## config.mk

```make
export PLATFORM = sky130hd
export DESIGN_NAME = branch_resolver_flat
export DESIGN_NICKNAME = d
export VERILOG_FILES = /design/src/rtl/branch_resolver_pkg.sv /design/src/rtl/branch_resolver_if.sv /design/src/rtl/branch_resolver_target_calc.sv /design/src/rtl/branch_resolver.sv /design/src/flat_wrapper.sv
export SDC_FILE = /design/constraint.sdc
export NUM_CORES = 1
export LEC_CHECK = 0
export CORE_AREA = 2 2 129 131
export DETAILED_ROUTE_END_ITERATION = 16
export DIE_AREA = 0 0 131 133
export PLACE_DENSITY = 0.75
export SETUP_SLACK_MARGIN = 0.05
export SYNTH_ARGS = -nofsm -noshare
export SYNTH_HDL_FRONTEND = slang
export SYNTH_SLANG_ARGS = --single-unit
```

## constraint.sdc

```tcl
create_clock -name clk -period 2.8 [get_ports clk]
set_input_delay 0.56 -clock clk [delete_from_list [all_inputs] [get_ports clk]]
set_output_delay 0.56 -clock clk [all_outputs]
set_load 0.01 [all_outputs]
```

## src/rtl/branch_resolver_pkg.sv

```systemverilog
// Shared encodings for the branch resolver: op kinds, comparator modes, FSM states.
// Optional statistics counters in the top level are enabled with BRANCH_STATS_EN.
package branch_resolver_pkg;

    localparam int XLEN_DEFAULT        = 32;
    localparam int FLUSH_DEPTH_DEFAULT = 2;

    typedef enum logic [1:0] {
        KIND_NONE   = 2'b00,
        KIND_BRANCH = 2'b01,
        KIND_JAL    = 2'b10,
        KIND_JALR   = 2'b11
    } kind_e;

    // Same encoding as the upstream comparator; carried through for reference only.
    localparam logic [2:0] CMP_LT  = 3'b000;
    localparam logic [2:0] CMP_LTU = 3'b001;
    localparam logic [2:0] CMP_GE  = 3'b010;
    localparam logic [2:0] CMP_GEU = 3'b011;
    localparam logic [2:0] CMP_EQ  = 3'b100;
    localparam logic [2:0] CMP_NEQ = 3'b101;

    typedef enum logic {
        ST_RUN   = 1'b0,
        ST_FLUSH = 1'b1
    } state_e;

    function automatic logic resolve_taken(input logic [1:0] kind, input logic cmp_bit);
        return (kind == KIND_BRANCH) ? cmp_bit : kind[1];
    endfunction

endpackage

```

## src/rtl/branch_resolver_if.sv

```systemverilog
// Op/result bundle between the ID/EX operand stage, the branch resolver and EX/MEM.
// master = surrounding pipeline, slave = resolver.
interface branch_resolver_if #(parameter int XLEN = 32);

    logic            in_valid;
    logic            in_ready;
    logic [1:0]      in_kind;
    logic [2:0]      in_cmp_mode;
    logic [XLEN-1:0] in_cmp_result;
    logic            in_pred_taken;
    logic [XLEN-1:0] in_pc;
    logic [XLEN-1:0] in_imm;
    logic [XLEN-1:0] in_rs1;

    logic            out_valid;
    logic            out_ready;
    logic            out_taken;
    logic [XLEN-1:0] out_link;
    logic            out_misalign;
    logic            redirect_valid;
    logic [XLEN-1:0] redirect_pc;

    modport master (
        output in_valid, in_kind, in_cmp_mode, in_cmp_result, in_pred_taken,
               in_pc, in_imm, in_rs1, out_ready,
        input  in_ready, out_valid, out_taken, out_link, out_misalign,
               redirect_valid, redirect_pc
    );

    modport slave (
        input  in_valid, in_kind, in_cmp_mode, in_cmp_result, in_pred_taken,
               in_pc, in_imm, in_rs1, out_ready,
        output in_ready, out_valid, out_taken, out_link, out_misalign,
               redirect_valid, redirect_pc
    );

endinterface

```

## src/rtl/branch_resolver_target_calc.sv

```systemverilog
// Combinational direction, target, link and alignment computation for one control-flow op.
module branch_target_calc
    import branch_resolver_pkg::*;
#(
    parameter int XLEN = XLEN_DEFAULT
) (
    input  logic [1:0]      i_kind,
    input  logic            i_cmp_bit,
    input  logic [XLEN-1:0] i_pc,
    input  logic [XLEN-1:0] i_imm,
    input  logic [XLEN-1:0] i_rs1,
    output logic            o_taken,
    output logic [XLEN-1:0] o_target,
    output logic [XLEN-1:0] o_link,
    output logic            o_misalign
);

    logic [XLEN-1:0] w_jalr_sum;

    assign w_jalr_sum = i_rs1 + i_imm;
    assign o_taken    = resolve_taken(i_kind, i_cmp_bit);
    assign o_link     = i_pc + XLEN'(4);

    // JALR clears bit 0 of the computed address; everything else is pc-relative.
    always_comb begin
        o_target = i_pc + i_imm;
        if (i_kind == KIND_JALR) begin
            o_target = {w_jalr_sum[XLEN-1:1], 1'b0};
        end
    end

    assign o_misalign = o_taken & (o_target[1:0] != 2'b00);

endmodule

```

## src/rtl/branch_resolver.sv

```systemverilog
// Execute-stage branch resolver: registers one op, redirects on mispredict, squashes wrong path.
// Define BRANCH_STATS_EN to add saturating resolved/mispredict counters.
module branch_resolver
    import branch_resolver_pkg::*;
#(
    parameter int XLEN        = XLEN_DEFAULT,
    parameter int FLUSH_DEPTH = FLUSH_DEPTH_DEFAULT
) (
    input  logic              clk,
    input  logic              rst,
    branch_resolver_if.slave  bus
`ifdef BRANCH_STATS_EN
    ,
    output logic [31:0]       stat_resolved,
    output logic [31:0]       stat_mispredict
`endif
);

    state_e          r_state;
    state_e          w_next_state;
    logic [2:0]      r_flush_cnt;

    logic            r_out_valid;
    logic            r_out_taken;
    logic [XLEN-1:0] r_out_link;
    logic            r_out_misalign;
    logic            r_redirect_valid;
    logic [XLEN-1:0] r_redirect_pc;

    logic            w_taken;
    logic [XLEN-1:0] w_target;
    logic [XLEN-1:0] w_link;
    logic            w_misalign;
    logic            w_accept;
    logic            w_resolve;
    logic            w_mispredict;
    logic            w_start_flush;
    logic            w_unused;

    branch_target_calc #(.XLEN(XLEN)) u_target_calc (
        .i_kind     (bus.in_kind),
        .i_cmp_bit  (bus.in_cmp_result[0]),
        .i_pc       (bus.in_pc),
        .i_imm      (bus.in_imm),
        .i_rs1      (bus.in_rs1),
        .o_taken    (w_taken),
        .o_target   (w_target),
        .o_link     (w_link),
        .o_misalign (w_misalign)
    );

    assign w_unused      = ^{bus.in_cmp_mode, bus.in_cmp_result[XLEN-1:1]};
    assign w_accept      = bus.in_valid & bus.in_ready;
    assign w_resolve     = w_accept & (r_state == ST_RUN);
    assign w_mispredict  = (bus.in_kind != KIND_NONE) & ~w_misalign & (w_taken != bus.in_pred_taken);
    assign w_start_flush = w_resolve & w_mispredict;

    always_ff @(posedge clk) begin
        if (rst) begin
            r_state <= ST_RUN;
        end else begin
            r_state <= w_next_state;
        end
    end

    always_comb begin
        w_next_state = r_state;
        case (r_state)
            ST_RUN: begin
                if (w_start_flush) begin
                    w_next_state = ST_FLUSH;
                end
            end
            ST_FLUSH: begin
                if (r_flush_cnt == 3'd0 || (w_accept && r_flush_cnt == 3'd1)) begin
                    w_next_state = ST_RUN;
                end
            end
            default: w_next_state = ST_RUN;
        endcase
    end

    // Wrong-path ops are always accepted during a flush, even while a result is held.
    always_comb begin
        bus.in_ready = (r_state == ST_FLUSH) | ~r_out_valid | bus.out_ready;
    end

    always_ff @(posedge clk) begin
        if (rst) begin
            r_flush_cnt <= 3'd0;
        end else if (w_start_flush) begin
            r_flush_cnt <= 3'(FLUSH_DEPTH);
        end else if (r_state == ST_FLUSH && w_accept && r_flush_cnt != 3'd0) begin
            r_flush_cnt <= r_flush_cnt - 3'd1;
        end
    end

    always_ff @(posedge clk) begin
        if (rst) begin
            r_out_valid      <= 1'b0;
            r_out_taken      <= 1'b0;
            r_out_link       <= '0;
            r_out_misalign   <= 1'b0;
            r_redirect_valid <= 1'b0;
            r_redirect_pc    <= '0;
        end else begin
            r_redirect_valid <= w_start_flush;
            if (w_start_flush) begin
                r_redirect_pc <= w_taken ? w_target : w_link;
            end
            if (w_resolve) begin
                r_out_valid    <= 1'b1;
                r_out_taken    <= w_taken;
                r_out_link     <= w_link;
                r_out_misalign <= w_misalign;
            end else if (bus.out_ready) begin
                r_out_valid <= 1'b0;
            end
        end
    end

    assign bus.out_valid      = r_out_valid;
    assign bus.out_taken      = r_out_taken;
    assign bus.out_link       = r_out_link;
    assign bus.out_misalign   = r_out_misalign;
    assign bus.redirect_valid = r_redirect_valid;
    assign bus.redirect_pc    = r_redirect_pc;

`ifdef BRANCH_STATS_EN
    logic [31:0] r_stat_resolved;
    logic [31:0] r_stat_mispredict;

    always_ff @(posedge clk) begin
        if (rst) begin
            r_stat_resolved   <= '0;
            r_stat_mispredict <= '0;
        end else if (w_resolve && bus.in_kind != KIND_NONE) begin
            if (r_stat_resolved != 32'hFFFF_FFFF) begin
                r_stat_resolved <= r_stat_resolved + 32'd1;
            end
            if (w_mispredict && r_stat_mispredict != 32'hFFFF_FFFF) begin
                r_stat_mispredict <= r_stat_mispredict + 32'd1;
            end
        end
    end

    assign stat_resolved   = r_stat_resolved;
    assign stat_mispredict = r_stat_mispredict;
`endif

endmodule

```

## src/flat_wrapper.sv

```systemverilog
// flat-port wrapper written by rule: the top's interface ports become plain ports
module branch_resolver_flat import branch_resolver_pkg::*;
#(
    parameter int XLEN        = XLEN_DEFAULT,
    parameter int FLUSH_DEPTH = FLUSH_DEPTH_DEFAULT
)
  (clk, rst, bus_in_valid, bus_in_kind, bus_in_cmp_mode, bus_in_cmp_result, bus_in_pred_taken, bus_in_pc, bus_in_imm, bus_in_rs1, bus_out_ready, bus_in_ready, bus_out_valid, bus_out_taken, bus_out_link, bus_out_misalign, bus_redirect_valid, bus_redirect_pc);
  branch_resolver_if #(.XLEN(XLEN)) bus_i ();
  input  logic clk;
  input  logic rst;
  input wire logic [$bits(bus_i.in_valid)-1:0] bus_in_valid;
  input wire logic [$bits(bus_i.in_kind)-1:0] bus_in_kind;
  input wire logic [$bits(bus_i.in_cmp_mode)-1:0] bus_in_cmp_mode;
  input wire logic [$bits(bus_i.in_cmp_result)-1:0] bus_in_cmp_result;
  input wire logic [$bits(bus_i.in_pred_taken)-1:0] bus_in_pred_taken;
  input wire logic [$bits(bus_i.in_pc)-1:0] bus_in_pc;
  input wire logic [$bits(bus_i.in_imm)-1:0] bus_in_imm;
  input wire logic [$bits(bus_i.in_rs1)-1:0] bus_in_rs1;
  input wire logic [$bits(bus_i.out_ready)-1:0] bus_out_ready;
  output wire logic [$bits(bus_i.in_ready)-1:0] bus_in_ready;
  output wire logic [$bits(bus_i.out_valid)-1:0] bus_out_valid;
  output wire logic [$bits(bus_i.out_taken)-1:0] bus_out_taken;
  output wire logic [$bits(bus_i.out_link)-1:0] bus_out_link;
  output wire logic [$bits(bus_i.out_misalign)-1:0] bus_out_misalign;
  output wire logic [$bits(bus_i.redirect_valid)-1:0] bus_redirect_valid;
  output wire logic [$bits(bus_i.redirect_pc)-1:0] bus_redirect_pc;
  assign bus_i.in_valid = bus_in_valid;
  assign bus_i.in_kind = bus_in_kind;
  assign bus_i.in_cmp_mode = bus_in_cmp_mode;
  assign bus_i.in_cmp_result = bus_in_cmp_result;
  assign bus_i.in_pred_taken = bus_in_pred_taken;
  assign bus_i.in_pc = bus_in_pc;
  assign bus_i.in_imm = bus_in_imm;
  assign bus_i.in_rs1 = bus_in_rs1;
  assign bus_i.out_ready = bus_out_ready;
  assign bus_in_ready = bus_i.in_ready;
  assign bus_out_valid = bus_i.out_valid;
  assign bus_out_taken = bus_i.out_taken;
  assign bus_out_link = bus_i.out_link;
  assign bus_out_misalign = bus_i.out_misalign;
  assign bus_redirect_valid = bus_i.redirect_valid;
  assign bus_redirect_pc = bus_i.redirect_pc;
  branch_resolver #(.XLEN(XLEN), .FLUSH_DEPTH(FLUSH_DEPTH)) u_core (.clk(clk), .rst(rst), .bus(bus_i));
endmodule
```

# Word-level counts from Yosys, hierarchy flattened
# Cells that the tools add are included.
# classes
bitwise	11
add_sub_neg	4
eq_ne	4
n_mux	10
reduce_logical	11
# ops
cell	count
adder 32 bit	2
two-way mux 32 bit	2
adder 32 x 3 -> 32 bit (second input constant)	1
nonzero test 2 bit	4
bitwise AND 1 bit	6
two-way mux 1 bit	5
two-way mux 2 bit	2
== test 3 x 1 -> 1 bit (second input constant)	1
logical AND 1 bit	3
zero test 3 bit	1
inverter 1 bit	3
nonzero test 3 bit	1
subtractor 3 x 1 -> 3 bit (second input constant)	1
== test 2 x 1 -> 1 bit (second input constant)	1
== test 2 bit (second input constant)	1
bitwise OR 1 bit	2
case mux 1 bit (2 select lines)	1
OR reduction 2 bit	1
logical OR 1 bit	1
inequality test 1 bit	1
# totals
wordCells	49
regBits	72

# Longest topological paths before layout
# Gate-level depths: netlist of run 1.
# logic_depth
ltp_word	10
ltp_mapped	13
mapped_depth_nobuf	12

# Hierarchy
# A second synthesis of run 1 with hierarchy kept.
# unflattened
hier_cells	920
area_unflattened_um2	7136.8
# by_module_without_submodules
mod	instances	seq_area_each_um2	area_each_um2	cells_per_inst
branch_target_calc	1	0.0	3955.0	581
branch_resolver	1	1441.4	3181.8	339

# Worst setup path after synthesis of run 1
# OpenSTA, ideal clock, no wires.
# synth_path
kind	input -> register
start	input bus_in_imm[0]
end	register u_core.r_redirect_pc[31] (netlist: u_core.bus.redirect_pc[31])
n_path_buf	1
slack_ps	-172
required_time_ps	2721
setup_ps	79
arrival_time_ps	2893
path_stages	13
cell_sequence	ha_1 -> inv_1 -> fa_1 -> or3b_1 -> a32o_1 -> a211oi_4 -> nand2b_1 -> inv_2 -> buf_6 -> o211ai_1 -> o21bai_1 -> nor3b_1 -> a211oi_2
# synth_via
elab_chain_cells	8
word_cells_on_any_way	10
classes_between	add/sub (2); mux (2); bitwise (5); reduce/logical (1)
# synth_lines
item	line	rtl
start: declaration	flat_wrapper.sv:17	input wire logic [$bits(bus_i.in_imm)-1:0] bus_in_imm;
adder 32 bit (on tied branches)	branch_resolver_target_calc.sv:26, branch_resolver_target_calc.sv:20	
two-way mux 32 bit *	branch_resolver_target_calc.sv:27	if (i_kind == KIND_JALR) begin
nonzero test 2 bit	branch_resolver_target_calc.sv:32	assign o_misalign = o_taken & (o_target[1:0] != 2'b00);
bitwise AND 1 bit	branch_resolver_target_calc.sv:32	
inverter 1 bit	branch_resolver.sv:55	assign w_mispredict = (bus.in_kind != KIND_NONE) & ~w_misalign & (w_taken != bus.in_pred_taken);
bitwise AND 1 bit (2 in series)	branch_resolver.sv:55	
bitwise AND 1 bit	branch_resolver.sv:56	assign w_start_flush = w_resolve & w_mispredict;
end signal: assignment	branch_resolver.sv:109	r_redirect_pc <= w_taken ? w_target : w_link;
end: declaration	branch_resolver.sv:28	logic [XLEN-1:0] r_redirect_pc;
# Mark *: on every way between the ends. The rest lies on a longest branch, timed or not.
# A chain may end at the register's enable or synchronous reset.

# Worst setup path in the final report of run 1
# layout_path
start	input bus_in_pc[5]
end	register u_core.r_redirect_pc[23] (netlist: u_core.bus.redirect_pc[23])
# layout_via
elab_chain_cells	3
word_cells_on_any_way	4
classes_between	add/sub (2); mux (2)
# layout_lines
item	line	rtl
start: declaration	flat_wrapper.sv:16	input wire logic [$bits(bus_i.in_pc)-1:0] bus_in_pc;
adder 32 bit	branch_resolver_target_calc.sv:26	o_target = i_pc + i_imm;
two-way mux 32 bit	branch_resolver_target_calc.sv:27	
two-way mux 32 bit *	branch_resolver.sv:109	
# Marked as above.

==> results of run 1 <==
## power by group
group | total [W] | leakage [nW] | switching, W | internal [W]
clock network | 0.00104 | 0.121 | 0.000448 | 0.000591
logic | 0.00232 | 4.71 | 0.00114 | 0.00119
registers | 0.00115 | 0.591 | 0.0000508 | 0.00110
total | 0.00451 | 5.43 | 0.00164 | 0.00288
## logic make-up (layout without fill, tap and decap cells)
family,Yosys count,after routing,synth area share
xor gates and xnor gates,68,68,0.08530
DFF,72,72,0.2065
and+or+nand+nor,340,340,0.2305
muxes,7,7,0.01022
adders and majority gates,67,67,0.1222
buffers and inverters,64,525,0.03602
AOI/OAI and AO/OA,314,314,0.3093
## registers in the layout, summed over array words and instances (netlist names)
name / cells
u_core.bus.redirect_pc: 32
u_core.r_flush_cnt: 3
u_core.r_state: 1
u_core.bus.out_taken: 1
u_core.bus.out_misalign: 1
u_core.bus.redirect_valid: 1
u_core.bus.out_valid: 1
u_core.bus.out_link: 32
## final timing paths
path | start | to | slack, ns | depth (start not counted)
worst max-delay path | bus_in_pc[5] | u_core.bus.redirect_pc[23] | -0.004 | 13
worst min-delay path | u_core.bus.redirect_pc[4] | u_core.bus.redirect_pc[4] | 0.46 | 2
worst max register to register | u_core.bus.out_valid | u_core.bus.redirect_pc[24] | 0.99 | 9
worst min register to register | u_core.bus.redirect_pc[4] | u_core.bus.redirect_pc[4] | 0.46 | 2
## cells in the final DEF (no fill, tap or decap), types with 16 or more instances in the layout
master             n
dlygate4sd2_1     26
nor3_1            19
a211oi_1          30
inv_1             17
o21ai_0           27
nor2_1            92
a21oi_2           18
buf_4            304
xnor2_1           31
o21ai_1           18
dfxtp_1           72
clkdlybuf4s50_1  115
ha_1              30
a21oi_1           62
nand2_1           94
xor2_1            34
o211ai_1          16
nand3_1           23
ha_4              33
a21o_1            24
## final cells by class
cell class | instances | share of cell area
clock buffer | 11 | 0.01855
clock inverter | 3 | 0.001695
inverter | 22 | 0.006582
multi-input combinational | 796 | 0.5053
sequential | 72 | 0.1149
tap | 220 | 0.02194
timing repair buffer | 489 | 0.3311
## worst register-to-register path: stages, from the launching register on
cell      delay, ns
dfxtp_1        0.31
nand2b_1       0.12
nand3b_1       0.21
a211oi_4       0.27
nand2b_1       0.13
inv_2          0.11
buf_6          0.14
nand2_4        0.08
o32ai_2        0.22
o21bai_1       0.15
## metal layers
layer	GRT usage	part of all wire	vias up
met4	0.1572	0.042	0
met3	0.04084	0.088	97
met2	0.5535	0.47	524
met5	0	0	-
li1	-	-	4391
met1	0.4415	0.40	4408
## timing repair
action / in CTS / in global routing
buffers inserted: 25 / 17
endpoints found under the setup margin: 38 / 31
cloned: 0 / 1
resized for setup: 195 / 112
pin swaps: 61 / 48
## through the flow
| step | std cells | instance area (um^2) | total power [W] | worst slack, ns | hold slack (ns) |
|---|---|---|---|---|---|
| after floorplan | 932 | 7028 | 0.002081 | -0.1022 | 0.4761 |
| after global placement | 1558 | 10940 | 0.003067 | -0.7490 | 0.4457 |
| after detailed placement | 1558 | 10940 | 0.003099 | -0.9111 | 0.4489 |
| after CTS | 1596 | 11930 | 0.004275 | 0.01098 | 0.4549 |
| after global routing | 1613 | 12550 | 0.004694 | -0.05049 | 0.4776 |
| final | 1613 | 12550 | 0.004512 | -0.004305 | 0.4622 |
==> flow_summary_export.csv, run 1 <==
group,metric,value,unit
run_status,outcome,"finished, violations left",
run_status,violations,"setup timing",
setup_path,cp_common_cell,"buf_4",
clocking,tritoncts,"built",
detailed_routing,vias_per_cell,5.840,
clocking,htree_levels,3,
sta,final.setup.tns,-0.004305,ns
sta,worst_pin_slew,0.5381,ns
logic_synthesis,synth_area,0.006982,mm^2
sta,timing.fmax,356.6,MHz
logic_synthesis,synthTopCellsByCount,"nand2_1, nor2_1, a21oi_1",
power_and_ir_drop,power_density,359.6,mW/mm^2
sta,grt_setup_unrepaired,"true",
clocking,path_clk_slew,0.06,ns
setup_path,start_kind,"input pin",
sta,min_period,2.804,ns
setup_path,path_max_fanout,4,
logic_synthesis,synthTopCellsByArea,"dfxtp_1, ha_1, a21oi_1, nand2_1, nor2_1",
power_and_ir_drop,power.leakage,5.426,nW
detailed_routing,wl,31750,um
finish,final_util,0.7759,
finish,fin_nets,1595,
setup_path,crit_buf_inv,4,
logic_synthesis,yosysMostFrequentCell,"nand2_1",
logic_synthesis,synth_edf_count,0,
placement,dp_hpwl,22740,um
die,start_util,0.4317,
clocking,clock_path_buffers,2,
global_routing,grt_start_max_net_pins,46,
logic_synthesis,ys_seq_area_frac,0.2065,
logic_synthesis,synth_cell_types,77,
die,die_x,131,um
logic_synthesis,netlist_instances,932,
global_routing,grt_pass1_vias,9157,
setup_path,path_cells,"dlygate4sd2_1, ha_4, buf_4, o21ai_0, a21oi_2, o2111ai_2, buf_4, and3b_2, o21bai_2, buf_4, or2_1, a21o_1, a22o_1",
logic_synthesis,async_flop_share,0,
clocking,root_buffer,"clkbuf_16",
logic_synthesis,ys_ff_latch,72,
die,die_h,133,um
sta,hold_viol,0,
setup_path,critical-path-top-delay-family,"compound AO/OA/AOI/OAI gates",
finish,n_antenna_cell,0,
global_routing,gr-usage-all-layers,0.3388,
sta,fin_ws,-0.004305,ns
global_routing,grt_first_pass_wirelength,46380,um
detailed_routing,firstDrtPassIters,6,
finish,drive_above_1_share,0.3589,
detailed_routing,wl_per_cell,19.69,um
placement,port-buffer-count,172,
placement,gp_congestion,1.029,
detailed_routing,drt_iter0_drc,876,
sta,fin_skew,0.009157,ns
finish,seqCellArea,0.001441,mm^2
sta,fin_crit_sh,1.002,
setup_path,crit_path_end_kind,"register",
logic_synthesis,synth_top_flop_cell,"dfxtp_1",
setup_path,crit_type,"input pin to register",
sta,slew_headroom,0.6413,
clocking,cts.sinks,72,
logic_synthesis,syn_nets,1137,
logic_synthesis,avgSynthCellArea,7.491,um^2
finish,syn_to_final_growth,79.71,%
die,num_rows,47,
hold_path,hold_path_class,"register to register",
clocking,insertion_delay,0.34,ns
finish,multi_input_area,0.006340,mm^2
die,io_pins,207,
setup_path,cpPeakStageDelay,0.30,ns
detailed_routing,num_vias,9420,
setup_path,cp.arrival,3.03,ns
global_routing,grt_remaining_overflow,0,
global_routing,antenna_found_initial,0,
run,max_cap_viol_count,0,
finish,n_fill_cell,1092,
logic_synthesis,synth_top_area_cell,"dfxtp_1",
sta,finalSetupViolations,1,
die,core_area,0.01617,mm^2
logic_synthesis,yosysTopAreaCellShare,0.2065,
die,die_area,0.01742,mm^2
logic_synthesis,yosysWarnings,0,
sta,slew_violations,0,
clocking,hold_buffers,0,
detailed_routing,post-route-drc-count,0,
power_and_ir_drop,ir_drop,365.9,uV
setup_path,slowest_stage,"o21ai_0",
detailed_routing,ant_nets,0,
clocking,cts_buffers,9,
setup_path,crit_required,3.03,ns
Power figures use the tool's default switching activity.
==> inputs of run 2 (changes only) <==
--- a/config.mk
+++ b/config.mk
@@ -5,10 +5,12 @@
 export SDC_FILE = /design/constraint.sdc
 export NUM_CORES = 1
 export LEC_CHECK = 0
-export CORE_AREA = 2 2 129 131
+export CELL_PAD_IN_SITES_DETAIL_PLACEMENT = 1
+export CELL_PAD_IN_SITES_GLOBAL_PLACEMENT = 2
+export CORE_AREA = 2 2 164 166
 export DETAILED_ROUTE_END_ITERATION = 16
-export DIE_AREA = 0 0 131 133
-export PLACE_DENSITY = 0.75
+export DIE_AREA = 0 0 166 168
+export PLACE_DENSITY = 0.79
 export SETUP_SLACK_MARGIN = 0.05
 export SYNTH_ARGS = -nofsm -noshare
 export SYNTH_HDL_FRONTEND = slang
==> constraint.sdc (replaced) <==
create_clock -name clk -period 3.2 [get_ports clk]
set_input_delay 0.64 -clock clk [delete_from_list [all_inputs] [get_ports clk]]
set_output_delay 0.64 -clock clk [all_outputs]
set_load 0.01 [all_outputs]
==> run 2 against run 1 <==
The run now ends clean. Critical path type unchanged. Cell area is 9.5% lower. Cell count up 2.2%. Largest power group unchanged. Sequential cell count unchanged. Power decreased by 15%. Combinational power is 22% lower. Non-clock buffer count decreased by 87. Clock-buffer cell count down 1. Wire length grew 0.52%. First-iteration DRC count down 61%.
==> flow_summary_export.csv, run 2 (synthesized netlist as in run 1, its figures left out) <==
group,metric,value,unit
run,max_cap_viol_count,0,
finish,seqCellArea,0.001441,mm^2
setup_path,start_kind,"input pin",
sta,timing.fmax,322.5,MHz
die,io_pins,207,
die,core_area,0.02635,mm^2
detailed_routing,vias_per_cell,5.143,
finish,syn_to_final_growth,62.67,%
die,die_h,168,um
clocking,clock_path_buffers,2,
clocking,cts.sinks,72,
clocking,insertion_delay,0.34,ns
hold_path,hold_path_class,"register to register",
detailed_routing,ant_nets,0,
finish,n_antenna_cell,0,
global_routing,antenna_found_initial,1,
detailed_routing,firstDrtPassIters,5,
placement,placed_area,0.01062,mm^2
sta,slew_violations,0,
placement,gp_congestion,0.8745,
power_and_ir_drop,power.leakage,4.805,nW
finish,fin_nets,1508,
sta,worst_pin_slew,0.5926,ns
clocking,root_buffer,"clkbuf_16",
power_and_ir_drop,power_density,336.8,mW/mm^2
sta,fin_crit_sh,0.9691,
global_routing,grt_remaining_overflow,0,
detailed_routing,num_vias,8475,
clocking,tritoncts,"built",
die,die_x,166,um
finish,multi_input_area,0.005644,mm^2
sta,hold_ws,0.4578,ns
sta,finalSetupViolations,0,
setup_path,crit_required,3.41,ns
power_and_ir_drop,power,0.003825,W
finish,final_common_cell,"buf_4",
finish,final_util,0.4310,
placement,dp_hpwl,26870,um
clocking,path_clk_slew,0.06,ns
die,die_area,0.02789,mm^2
global_routing,gr-usage-all-layers,0.2229,
sta,hold_viol,0,
global_routing,grt_first_pass_wirelength,49050,um
detailed_routing,drt_iter0_drc,343,
finish,n_fill_cell,3190,
run_status,outcome,"finished, final reports clean",
detailed_routing,wl_per_cell,19.37,um
global_routing,grt_pass1_vias,8799,
setup_path,crit_path_end_kind,"register",
die,num_rows,60,
sta,slew_headroom,0.6021,
die,start_util,0.2650,
sta,min_period,3.101,ns
placement,port-buffer-count,172,
detailed_routing,wl,31920,um
detailed_routing,post-route-drc-count,0,
setup_path,cp.arrival,3.31,ns
power_and_ir_drop,ir_drop,223.2,uV
clocking,htree_levels,3,
sta,grt_setup_unrepaired,"true",
setup_path,crit_type,"input pin to register",
global_routing,grt_start_max_net_pins,52,
finish,drive_above_1_share,0.2433,
clocking,cts_buffers,9,
finish,final_cell_mix,"buf_4, clkdlybuf4s50_1, nand2_1, nor2_1, a21oi_1",
sta,fin_skew,0.01361,ns
setup_path,path_max_fanout,4,
finish,final_area,0.01136,mm^2
==> run 2: metrics by stage <==
step / std cells / worst slack, ns / TNS (ns)
after floorplan: 932 / 0.1476 / 0
after global placement: 1622 / -0.5767 / -13.94
after detailed placement: 1622 / -0.6965 / -15.78
after CTS: 1643 / 0.05060 / 0
after global routing: 1648 / 0.01438 / 0
final: 1648 / 0.09903 / 0
==> run 2: cell type report <==
| class | instances | area share |
|---|---|---|
| Inverter | 22 | 0.007271 |
| Clock inverter | 5 | 0.005068 |
| Timing Repair Buffer | 402 | 0.3052 |
| Sequential cell | 72 | 0.1269 |
| Multi-Input combinational cell | 796 | 0.4970 |
| Tap cell | 341 | 0.03757 |
| Clock buffer | 10 | 0.02104 |
==> run 2: metal layers <==
layer,track usage,wire [um],share of wire,vias up
met2,0.3778,14850,0.47,146
met4,0.06238,769,0.024,2
li1,-,-,-,4213
met3,0.02797,1046,0.033,39
met5,0,8,0.00025,-
met1,0.2980,15240,0.48,4075
==> run 2: power breakdown <==
part	leakage, nW	switching (W)	internal, W
Clock	0.148	0.000398	0.000620
Sequential	0.591	0.0000465	0.000962
Combinational	4.07	0.000913	0.000885
==> run 2: path summary, 6_finish.rpt <==
path	start	end	slack, ns	cells past startpoint
worst max-delay path	bus_in_imm[4]	u_core.bus.redirect_pc[27]	0.1	12
worst min-delay path	u_core.bus.out_link[1]	u_core.bus.out_link[1]	0.46	2
worst max register to register	u_core.bus.out_valid	u_core.bus.redirect_pc[27]	1.38	8
worst min register to register	u_core.bus.out_link[1]	u_core.bus.out_link[1]	0.46	2
==> run 2: critical path, stage by stage <==
cell and delay (ns):
clkdlybuf4s50_1 0.46, buf_4 0.16, ha_1 0.24, or3_4 0.41, o2111ai_2 0.17, buf_4 0.15
and3b_1 0.20, o21bai_2 0.13, a311oi_2 0.23, buf_4 0.16, mux2i_1 0.22, o211ai_1 0.12
==> run 2: timing repair <==
action	CTS	global route
gates resized for setup	43	47
buffers inserted	6	5
setup endpoints to repair	32	23
hold buffers	0	0
pin swaps	15	24
